File: config.mk
export PLATFORM = sky130hd
export DESIGN_NAME = led_page_scanner_flat
export DESIGN_NICKNAME = d
export VERILOG_FILES = /design/src/rtl/led_page_scanner_if.sv /design/src/rtl/led_page_scanner.sv /design/src/flat_wrapper.sv
export SDC_FILE = /design/constraint.sdc
export NUM_CORES = 1
export LEC_CHECK = 0
export CAP_MARGIN = 20
export CORE_AREA = 2 2 76 78
export DETAILED_ROUTE_END_ITERATION = 7
export DIE_AREA = 0 0 78 80
export GPL_TIMING_DRIVEN = 1
export PLACE_DENSITY = 0.64
export SYNTH_ARGS = -nofsm -noshare
export SYNTH_HDL_FRONTEND = slang
export SYNTH_SLANG_ARGS = --single-unit
File: constraint.sdc
create_clock -name clk -period 2 [get_ports clk]
set_clock_uncertainty 0.05 [all_clocks]
set_input_delay 0.3 -clock clk [delete_from_list [all_inputs] [get_ports clk]]
set_output_delay 0.3 -clock clk [all_outputs]
set_load 0.01 [all_outputs]
File: src/rtl/led_page_scanner_if.sv
// Board-side bundle for the debug page scanner: page select/readback from the datapath
// plus the multiplexed 7-segment pins.
interface led_page_scanner_if;
  logic        sel_btn;
  logic [15:0] Led_out;
  logic [1:0]  ledSel;
  logic [3:0]  an;
  logic [6:0]  seg;
  logic        dp;

  modport master (
    input  sel_btn,
    input  Led_out,
    output ledSel,
    output an,
    output seg,
    output dp
  );

  modport slave (
    output sel_btn,
    output Led_out,
    input  ledSel,
    input  an,
    input  seg,
    input  dp
  );
endinterface

File: src/rtl/led_page_scanner.sv
// Selects one of four datapath debug pages, shadows the returned word and scans it out
// as four hex digits on an active-low multiplexed 7-segment display.
module led_page_scanner #(
  parameter int unsigned REFRESH_DIV = 100000,
  parameter int unsigned SETTLE      = 2
) (
  input logic                clk,
  input logic                rst,
  led_page_scanner_if.master bus
);

  localparam int unsigned DivW = $clog2(REFRESH_DIV);
  localparam int unsigned SetW = $clog2(SETTLE + 1);
  localparam logic [DivW-1:0] DivLast  = DivW'(REFRESH_DIV - 1);
  localparam logic [SetW-1:0] SettleLd = SetW'(SETTLE);

  logic            btn_q;
  logic [1:0]      page_q;
  logic [SetW-1:0] settle_q;
  logic [15:0]     shadow_q;
  logic [DivW-1:0] div_q;
  logic [1:0]      digit_q;
  logic [3:0]      an_q;
  logic [6:0]      seg_q;
  logic            dp_q;

  logic       rise;
  logic       div_wrap;
  logic [3:0] nib;
  logic [3:0] an_d;
  logic [6:0] seg_d;
  logic       dp_d;

  assign rise     = bus.sel_btn & ~btn_q;
  assign div_wrap = (div_q == DivLast);

  // Page select and capture: the shadow is frozen while the datapath settles on a new page.
  always_ff @(posedge clk) begin
    if (rst) begin
      btn_q    <= 1'b0;
      page_q   <= 2'd0;
      settle_q <= '0;
      shadow_q <= 16'h0000;
    end else begin
      btn_q <= bus.sel_btn;
      if (rise) begin
        page_q   <= page_q + 2'd1;
        settle_q <= SettleLd;
      end else if (settle_q != '0) begin
        settle_q <= settle_q - 1'b1;
      end else begin
        shadow_q <= bus.Led_out;
      end
    end
  end

  always_ff @(posedge clk) begin
    if (rst) begin
      div_q   <= '0;
      digit_q <= 2'd0;
    end else if (div_wrap) begin
      div_q   <= '0;
      digit_q <= digit_q + 2'd1;
    end else begin
      div_q <= div_q + 1'b1;
    end
  end

  always_comb begin
    nib   = shadow_q[{digit_q, 2'b00} +: 4];
    an_d  = ~(4'b0001 << digit_q);
    dp_d  = (digit_q != page_q);
    seg_d = 7'b1111111;
    unique case (nib)
      4'h0: seg_d = 7'b1000000;
      4'h1: seg_d = 7'b1111001;
      4'h2: seg_d = 7'b0100100;
      4'h3: seg_d = 7'b0110000;
      4'h4: seg_d = 7'b0011001;
      4'h5: seg_d = 7'b0010010;
      4'h6: seg_d = 7'b0000010;
      4'h7: seg_d = 7'b1111000;
      4'h8: seg_d = 7'b0000000;
      4'h9: seg_d = 7'b0010000;
      4'hA: seg_d = 7'b0001000;
      4'hB: seg_d = 7'b0000011;
      4'hC: seg_d = 7'b1000110;
      4'hD: seg_d = 7'b0100001;
      4'hE: seg_d = 7'b0000110;
      4'hF: seg_d = 7'b0001110;
    endcase
  end

  // Registered pins keep segment and anode changes on the same edge.
  always_ff @(posedge clk) begin
    if (rst) begin
      an_q  <= 4'b1111;
      seg_q <= 7'b1111111;
      dp_q  <= 1'b1;
    end else begin
      an_q  <= an_d;
      seg_q <= seg_d;
      dp_q  <= dp_d;
    end
  end

  assign bus.ledSel = page_q;
  assign bus.an     = an_q;
  assign bus.seg    = seg_q;
  assign bus.dp     = dp_q;

endmodule

File: src/flat_wrapper.sv
// flat-port wrapper written by rule: the top's interface ports become plain ports
module led_page_scanner_flat 
#(
  parameter int unsigned REFRESH_DIV = 100000,
  parameter int unsigned SETTLE      = 2
)
  (clk, rst, bus_sel_btn, bus_Led_out, bus_ledSel, bus_an, bus_seg, bus_dp);
  led_page_scanner_if bus_i ();
  input logic clk;
  input logic rst;
  input wire logic [$bits(bus_i.sel_btn)-1:0] bus_sel_btn;
  input wire logic [$bits(bus_i.Led_out)-1:0] bus_Led_out;
  output wire logic [$bits(bus_i.ledSel)-1:0] bus_ledSel;
  output wire logic [$bits(bus_i.an)-1:0] bus_an;
  output wire logic [$bits(bus_i.seg)-1:0] bus_seg;
  output wire logic [$bits(bus_i.dp)-1:0] bus_dp;
  assign bus_i.sel_btn = bus_sel_btn;
  assign bus_i.Led_out = bus_Led_out;
  assign bus_ledSel = bus_i.ledSel;
  assign bus_an = bus_i.an;
  assign bus_seg = bus_i.seg;
  assign bus_dp = bus_i.dp;
  led_page_scanner #(.REFRESH_DIV(REFRESH_DIV), .SETTLE(SETTLE)) u_core (.clk(clk), .rst(rst), .bus(bus_i));
endmodule
==> results of run 1 <==
state kept, by name, indices dropped and copies added, names as in the netlist:
signal / flops
u_core.bus.ledSel: 2
u_core.bus.seg: 7
u_core.digit_q: 2
u_core.bus.dp: 1
u_core.div_q: 17
u_core.btn_q: 1
u_core.bus.an: 4
u_core.shadow_q: 16
u_core.settle_q: 2
worst register-to-register path, delay by kind of cell, from the launching register on:
kind            cells  cell delay, ns
compound gates      2            0.29
fa+ha+maj           1            0.23
flops               1            0.38
mux                 1            0.58
simple gates        1            0.22
cells in the final DEF, fill, tap and decap left out, types with 4 or more instances in the layout:
master	n
inv_1	9
xor2_1	7
nand4_1	8
clkdlybuf4s50_1	32
xnor2_1	9
dfxtp_1	51
mux4_2	4
buf_4	10
a21oi_1	7
nor2_1	35
o21ai_0	4
mux2i_1	17
or3_1	4
clkbuf_8	6
ha_1	10
nand2_1	13
nand3_1	7
where the power goes:
part / switching [uW] / internal, uW
clock network: 315 / 283
registers: 29.5 / 1090
logic: 122 / 163
synth_stat cells (2+ instances only):
master / count
nor2_1: 35
mux2i_1: 17
nand2b_1: 2
buf_6: 2
nor4_1: 2
nor2b_1: 2
nand4_1: 8
clkbuf_1: 5
ha_1: 11
xor2_1: 7
nand2_1: 13
a21oi_1: 7
xnor2_1: 9
or3_1: 4
o21ai_0: 4
o221ai_1: 2
buf_2: 3
o211ai_1: 2
mux4_2: 2
mux4_1: 2
nand3_1: 7
dfxtp_1: 52
inv_1: 9
and3_1: 2
cell families after synthesis:
| kind of cell | count (synthesis) | synth area share |
|---|---|---|
| buf+inv | 20 | 0.0424 |
| simple gates | 87 | 0.189 |
| xor+xnor | 16 | 0.0609 |
| fa+ha+maj | 11 | 0.0598 |
| compound gates | 23 | 0.0675 |
| flops | 52 | 0.453 |
| mux | 23 | 0.128 |
how the worst min path moves through the flow:
stage	slack, ns	endpoint	startpoint
2_1_floorplan	0.38	u_core.btn_q	bus_sel_btn
3_3_place_gp	0.39	u_core.div_q[0]	u_core.div_q[0]
3_5_place_dp	0.40	u_core.div_q[0]	u_core.div_q[0]
4_1_cts	0.42	u_core.div_q[0]	u_core.div_q[0]
5_1_grt	0.45	u_core.div_q[0]	u_core.div_q[0]
6_report	0.41	u_core.div_q[0]	u_core.div_q[0]
per-stage QoR:
stage	setup WS, ns	cells	power (uW)	hold slack, ns	area, um2
after floorplan	0.0328	232	1300	0.378	2300
after global placement	0.0985	337	1430	0.393	2760
after detailed placement	0.0393	337	1430	0.401	2760
after CTS	0.00779	345	2030	0.421	2850
after global routing	0.0207	345	2110	0.446	2850
final	0.133	345	2000	0.415	2850
area by class of cell:
type	count	share of cell area
inverter	9	0.0119
clock buffer	8	0.0316
timing repair buffer	44	0.153
tap	72	0.0316
sequential	52	0.366
multi-input combinational	160	0.406
routing by layer:
| layer | wire, um | share of wire | up-vias | GRT usage |
|---|---|---|---|---|
| met2 | 1780 | 0.43 | 36 | 0.223 |
| li1 | - | - | 883 | - |
| met5 | 0 | 0 | - | 0 |
| met4 | 62 | 0.015 | 0 | 0.0526 |
| met1 | 2120 | 0.51 | 779 | 0.196 |
| met3 | 206 | 0.049 | 5 | 0.0396 |
==> reports/qor.yml, run 1 <==
global_routing:
  gr-total-overflow: 0
  track_usage: 0.145
  antenna_found_initial: 0
  grt_pass1_wl_um: 7110
  grt_max_degree: 25
  grt_pass1_vias: 1532
power:
  worst_ir_drop_vdd_v: 0.000310
  leakage_uw: 0.00108
  p_per_area_nw_per_um2: 703
critical_path:
  r2r_end: "u_core.bus.seg[3]"
  critPathKind: "register to register"
  critPathLaunch: "u_core.digit_q[0]"
  reg2reg_from: "u_core.digit_q[0]"
  arrival_ns: 2.00
  cp_top_family: "multiplexers"
  crit_path_end_kind: "register"
  cp_cell_sequence: "mux4_2, ha_2, or2_0, a211oi_1, a41oi_1"
  critical-path-slowest-cell: "mux4_2"
  cp-start-kind: "register"
  worstSetupEndpoint: "u_core.bus.seg[3]"
  worst-path-stages: 5
  required_ns: 2.13
  crit_path_max_incr_delay_ns: 0.58
  rr_worst_depth: 5
  r2r_slack_ns: 0.13
  cp_num_buf_inv: 0
  critPathMaxFanout: 5
logic_synthesis:
  ys_seq_area_frac: 0.453
  yosysUniqueCellTypes: 47
  synth_edf_count: 0
  synth-seq-cells: 52
  avgSynthCellArea_um2: 9.91
  synthCells: 232
  syn-num-nets: 262
  synth-main-ff-cell: "dfxtp_1"
  synth_top_area_share: 0.453
  synth.largest_area_cell: "dfxtp_1"
  async_reset_ff_frac: 0
  syn_area_um2: 2300
  yosysWarnings: 0
  synth_top_cells_by_area: "dfxtp_1 45%, mux2i_1 7.4%, ha_1 6.0%"
drt:
  drc: 0
  vias: 1703
  via_per_inst: 4.94
  drt_wl_total_um: 4170
  wl_per_cell_um: 12.1
  ant_nets: 0
  drt_iter0_markers: 86
  dr.pass1.iters: 4
clocking:
  cts_resized: 0
  cts_buffer_depth: 2
  cts.sinks: 52
  post_cts_buffers: 0
  htree_levels: 2
  numCtsBuffers: 5
  root_buffer: "clkbuf_8"
  cts_tree: "done"
  clk_pin_slew_ns: 0.08
  insertion_delay_ns: 0.30
  ctsHoldBuffers: 0
final_layout:
  fill_cells: 523
  regArea_um2: 1040
  diodes: 0
  synthToLayoutAreaGrowth_pct: 23.8
  final_util: 0.527
  multi_input_area_um2: 1160
  drive_gt1_frac: 0.110
  final_nets: 302
sta:
  hold_viol_final: 0
  relSlewSlack: 0.770
  fin_crit_sh: 0.934
  final-setup-viol-count: 0
  worst_pin_slew_ns: 0.341
  rsz0062_at_grt: "no"
  fin_crit_ns: 1.87
  finalSetupTns_ns: 0
  final_max_slew_viol_count: 0
  max_freq_ghz: 0.536
floorplan:
  initial_utilization: 0.425
  rows: 27
  core_um2: 5410
  dieArea_um2: 6240
  die_h_um: 80
  die_x_um: 78
  ioPinCount: 33
outcome:
  status: "completed"
min_path:
  hold_class: "register to register"
  whs_path_depth: 1
placement:
  io_buffers: 32
  dp_hpwl_um: 3010
  routabilityCongestion: 0.770
job:
  drv_cap: 0
No activity file was read; power rests on OpenSTA's default activity.
==> inputs of run 2 (changes only) <==
--- a/config.mk
+++ b/config.mk
@@ -11,6 +11,7 @@
 export DIE_AREA = 0 0 78 80
 export GPL_TIMING_DRIVEN = 1
 export PLACE_DENSITY = 0.64
+export SETUP_SLACK_MARGIN = 0.02
 export SYNTH_ARGS = -nofsm -noshare
 export SYNTH_HDL_FRONTEND = slang
 export SYNTH_SLANG_ARGS = --single-unit
==> reports/qor.yml, run 2 (synthesized netlist as in run 1, its figures left out) <==
global_routing:
  track_usage: 0.146  # was 0.145
  grt_max_degree: 25  # unchanged
  grt_pass1_vias: 1528  # was 1,532
  gr-total-overflow: 0  # unchanged
  grt_pass1_wl_um: 7120  # was 7110 um
  antenna_found_initial: 0  # unchanged
drt:
  ant_nets: 0  # unchanged
  drc: 0  # unchanged
  maxUsedRoutingLayer: "met4"  # unchanged
  wl_met3_um: 212  # was 206 um
  wl_per_cell_um: 12.1  # about the same
  drt_iter0_markers: 84  # was 86
  dr.pass1.iters: 4  # unchanged
  wl_met2_um: 1780  # unchanged
  vias: 1701  # was 1,703
  drt_wl_total_um: 4180  # was 4170 um
  via_per_inst: 4.93  # was 4.94
  met1_length_um: 2120  # about the same
power:
  worst_ir_drop_vdd_v: 0.000310  # about the same
  p_per_area_nw_per_um2: 704  # was 703 nW/um2
  leakage_uw: 0.00108  # unchanged
  p_seq_frac: 0.558  # was 0.559
  pwr-share-comb: 0.142  # was 0.143
  switchingPower_uw: 469  # was 467 uW
  switching_share: 0.234  # was 0.233
  p_int_uw: 1540  # about the same
  power_uw: 2000  # about the same
  power.share.clock: 0.299  # about the same
placement:
  place_inst: 337  # unchanged
  dp_hpwl_um: 3010  # unchanged
  io_buffers: 32  # unchanged
  routabilityCongestion: 0.770  # unchanged
  placed_cell_area_um2: 2760  # unchanged
clocking:
  cts_buffer_depth: 2  # unchanged
  root_buffer: "clkbuf_8"  # unchanged
  cts.sinks: 52  # unchanged
  clk_pin_slew_ns: 0.08  # about the same
  cts_tree: "done"  # unchanged
  numCtsBuffers: 5  # unchanged
  ctsHoldBuffers: 0  # unchanged
  post_cts_buffers: 0  # unchanged
  htree_levels: 2  # unchanged
  insertion_delay_ns: 0.30  # about the same
sta:
  final_max_slew_viol_count: 0  # unchanged
  rsz0062_at_grt: "no"  # unchanged
  fin_crit_ns: 1.87  # about the same
  final-setup-viol-count: 0  # unchanged
  fin_crit_sh: 0.933  # was 0.934
  hold_viol_final: 0  # unchanged
  relSlewSlack: 0.770  # unchanged
  finalSetupTns_ns: 0  # unchanged
  max_freq_ghz: 0.536  # about the same
  worst_pin_slew_ns: 0.341  # unchanged
final_layout:
  largest_register: "u_core.div_q"  # unchanged
  final_util: 0.527  # unchanged
  final_cell_mix: "51 x dfxtp_1, 35 x nor2_1, 32 x clkdlybuf4s50_1"  # unchanged
  diodes: 0  # unchanged
  drive_gt1_frac: 0.110  # unchanged
  final_nets: 302  # unchanged
  synthToLayoutAreaGrowth_pct: 23.8  # unchanged
  stdcell_area_um2: 2850  # unchanged
  largest_reg_flops: 17  # unchanged
  final_common_cell: "dfxtp_1"  # unchanged
  instances_no_fill: 345  # unchanged
critical_path:
  required_ns: 2.13  # about the same
  critPathKind: "register to register"  # unchanged
  cp-start-kind: "register"  # unchanged
  r2r_slack_ns: 0.13  # about the same
  crit_path_end_kind: "register"  # unchanged
  cp_cell_sequence: "mux4_2, ha_2, or2_0, a211oi_1, a41oi_1"  # unchanged
  critPathMaxFanout: 5  # unchanged
  critical-path-slowest-cell: "mux4_2"  # unchanged
  arrival_ns: 2.00  # about the same
  crit_path_max_incr_delay_ns: 0.58  # about the same
floorplan:
  die_h_um: 80  # unchanged
  ioPinCount: 33  # unchanged
  die_x_um: 78  # unchanged
  initial_utilization: 0.425  # unchanged
  core_um2: 5410  # unchanged
  rows: 27  # unchanged
  dieArea_um2: 6240  # unchanged
outcome:
  status: "completed"  # unchanged
min_path:
  hold_class: "register to register"  # unchanged
job:
  drv_cap: 0  # unchanged
## run 2: area by class of cell
cell class / instances / area (um2)
Tap cell: 72 / 90.1
Inverter: 9 / 33.8
Fill cell: 523 / 2560
Clock buffer: 8 / 90.1
Multi-Input combinational cell: 160 / 1160
Timing Repair Buffer: 44 / 435
Sequential cell: 52 / 1040
## run 2: metrics by stage
stage                     setup WS [ns]  hold slack, ns
after global routing             0.0207           0.446
after floorplan                  0.0328           0.378
after global placement           0.0985           0.393
after detailed placement         0.0393           0.401
after CTS                        0.0758           0.421
final                             0.134           0.415
## run 2: final timing paths
kind / startpoint / to / cells after the start
max reg2reg: u_core.digit_q[0] / u_core.bus.seg[3] / 5
min: u_core.div_q[0] / u_core.div_q[0] / 1
min reg2reg: u_core.div_q[0] / u_core.div_q[0] / 1
max: u_core.digit_q[0] / u_core.bus.seg[3] / 5
## run 2: power groups by stage
stage | clock network [uW] | registers (uW) | logic [uW]
after detailed placement | 0 | 1140 | 287
after CTS | 623 | 1120 | 289
final | 600 | 1120 | 285
after global placement | 0 | 1140 | 283
after global routing | 668 | 1130 | 313
after floorplan | 0 | 1150 | 153
## run 2: critical path, delay by kind of cell, from the launching register on
family / cells / cell delay, ns
flip-flops: 1 / 0.38
adder cells (fa/ha/maj): 1 / 0.23
AO/OA/AOI/OAI: 2 / 0.29
multiplexers: 1 / 0.58
AND/OR/NAND/NOR: 1 / 0.22
## run 2: layer usage
metal  global-route usage  vias up
li1                     -      883
met1                0.197      778
met2                0.223       34
met3               0.0396        6
met4               0.0526        0
met5                    0        -
## run 2: timing repair
| action | in CTS | in global routing |
|---|---|---|
| endpoints found under the hold margin | 0 | 0 |
| setup endpoints to repair | 1 | 1 |
| resized for setup | 2 | 1 |
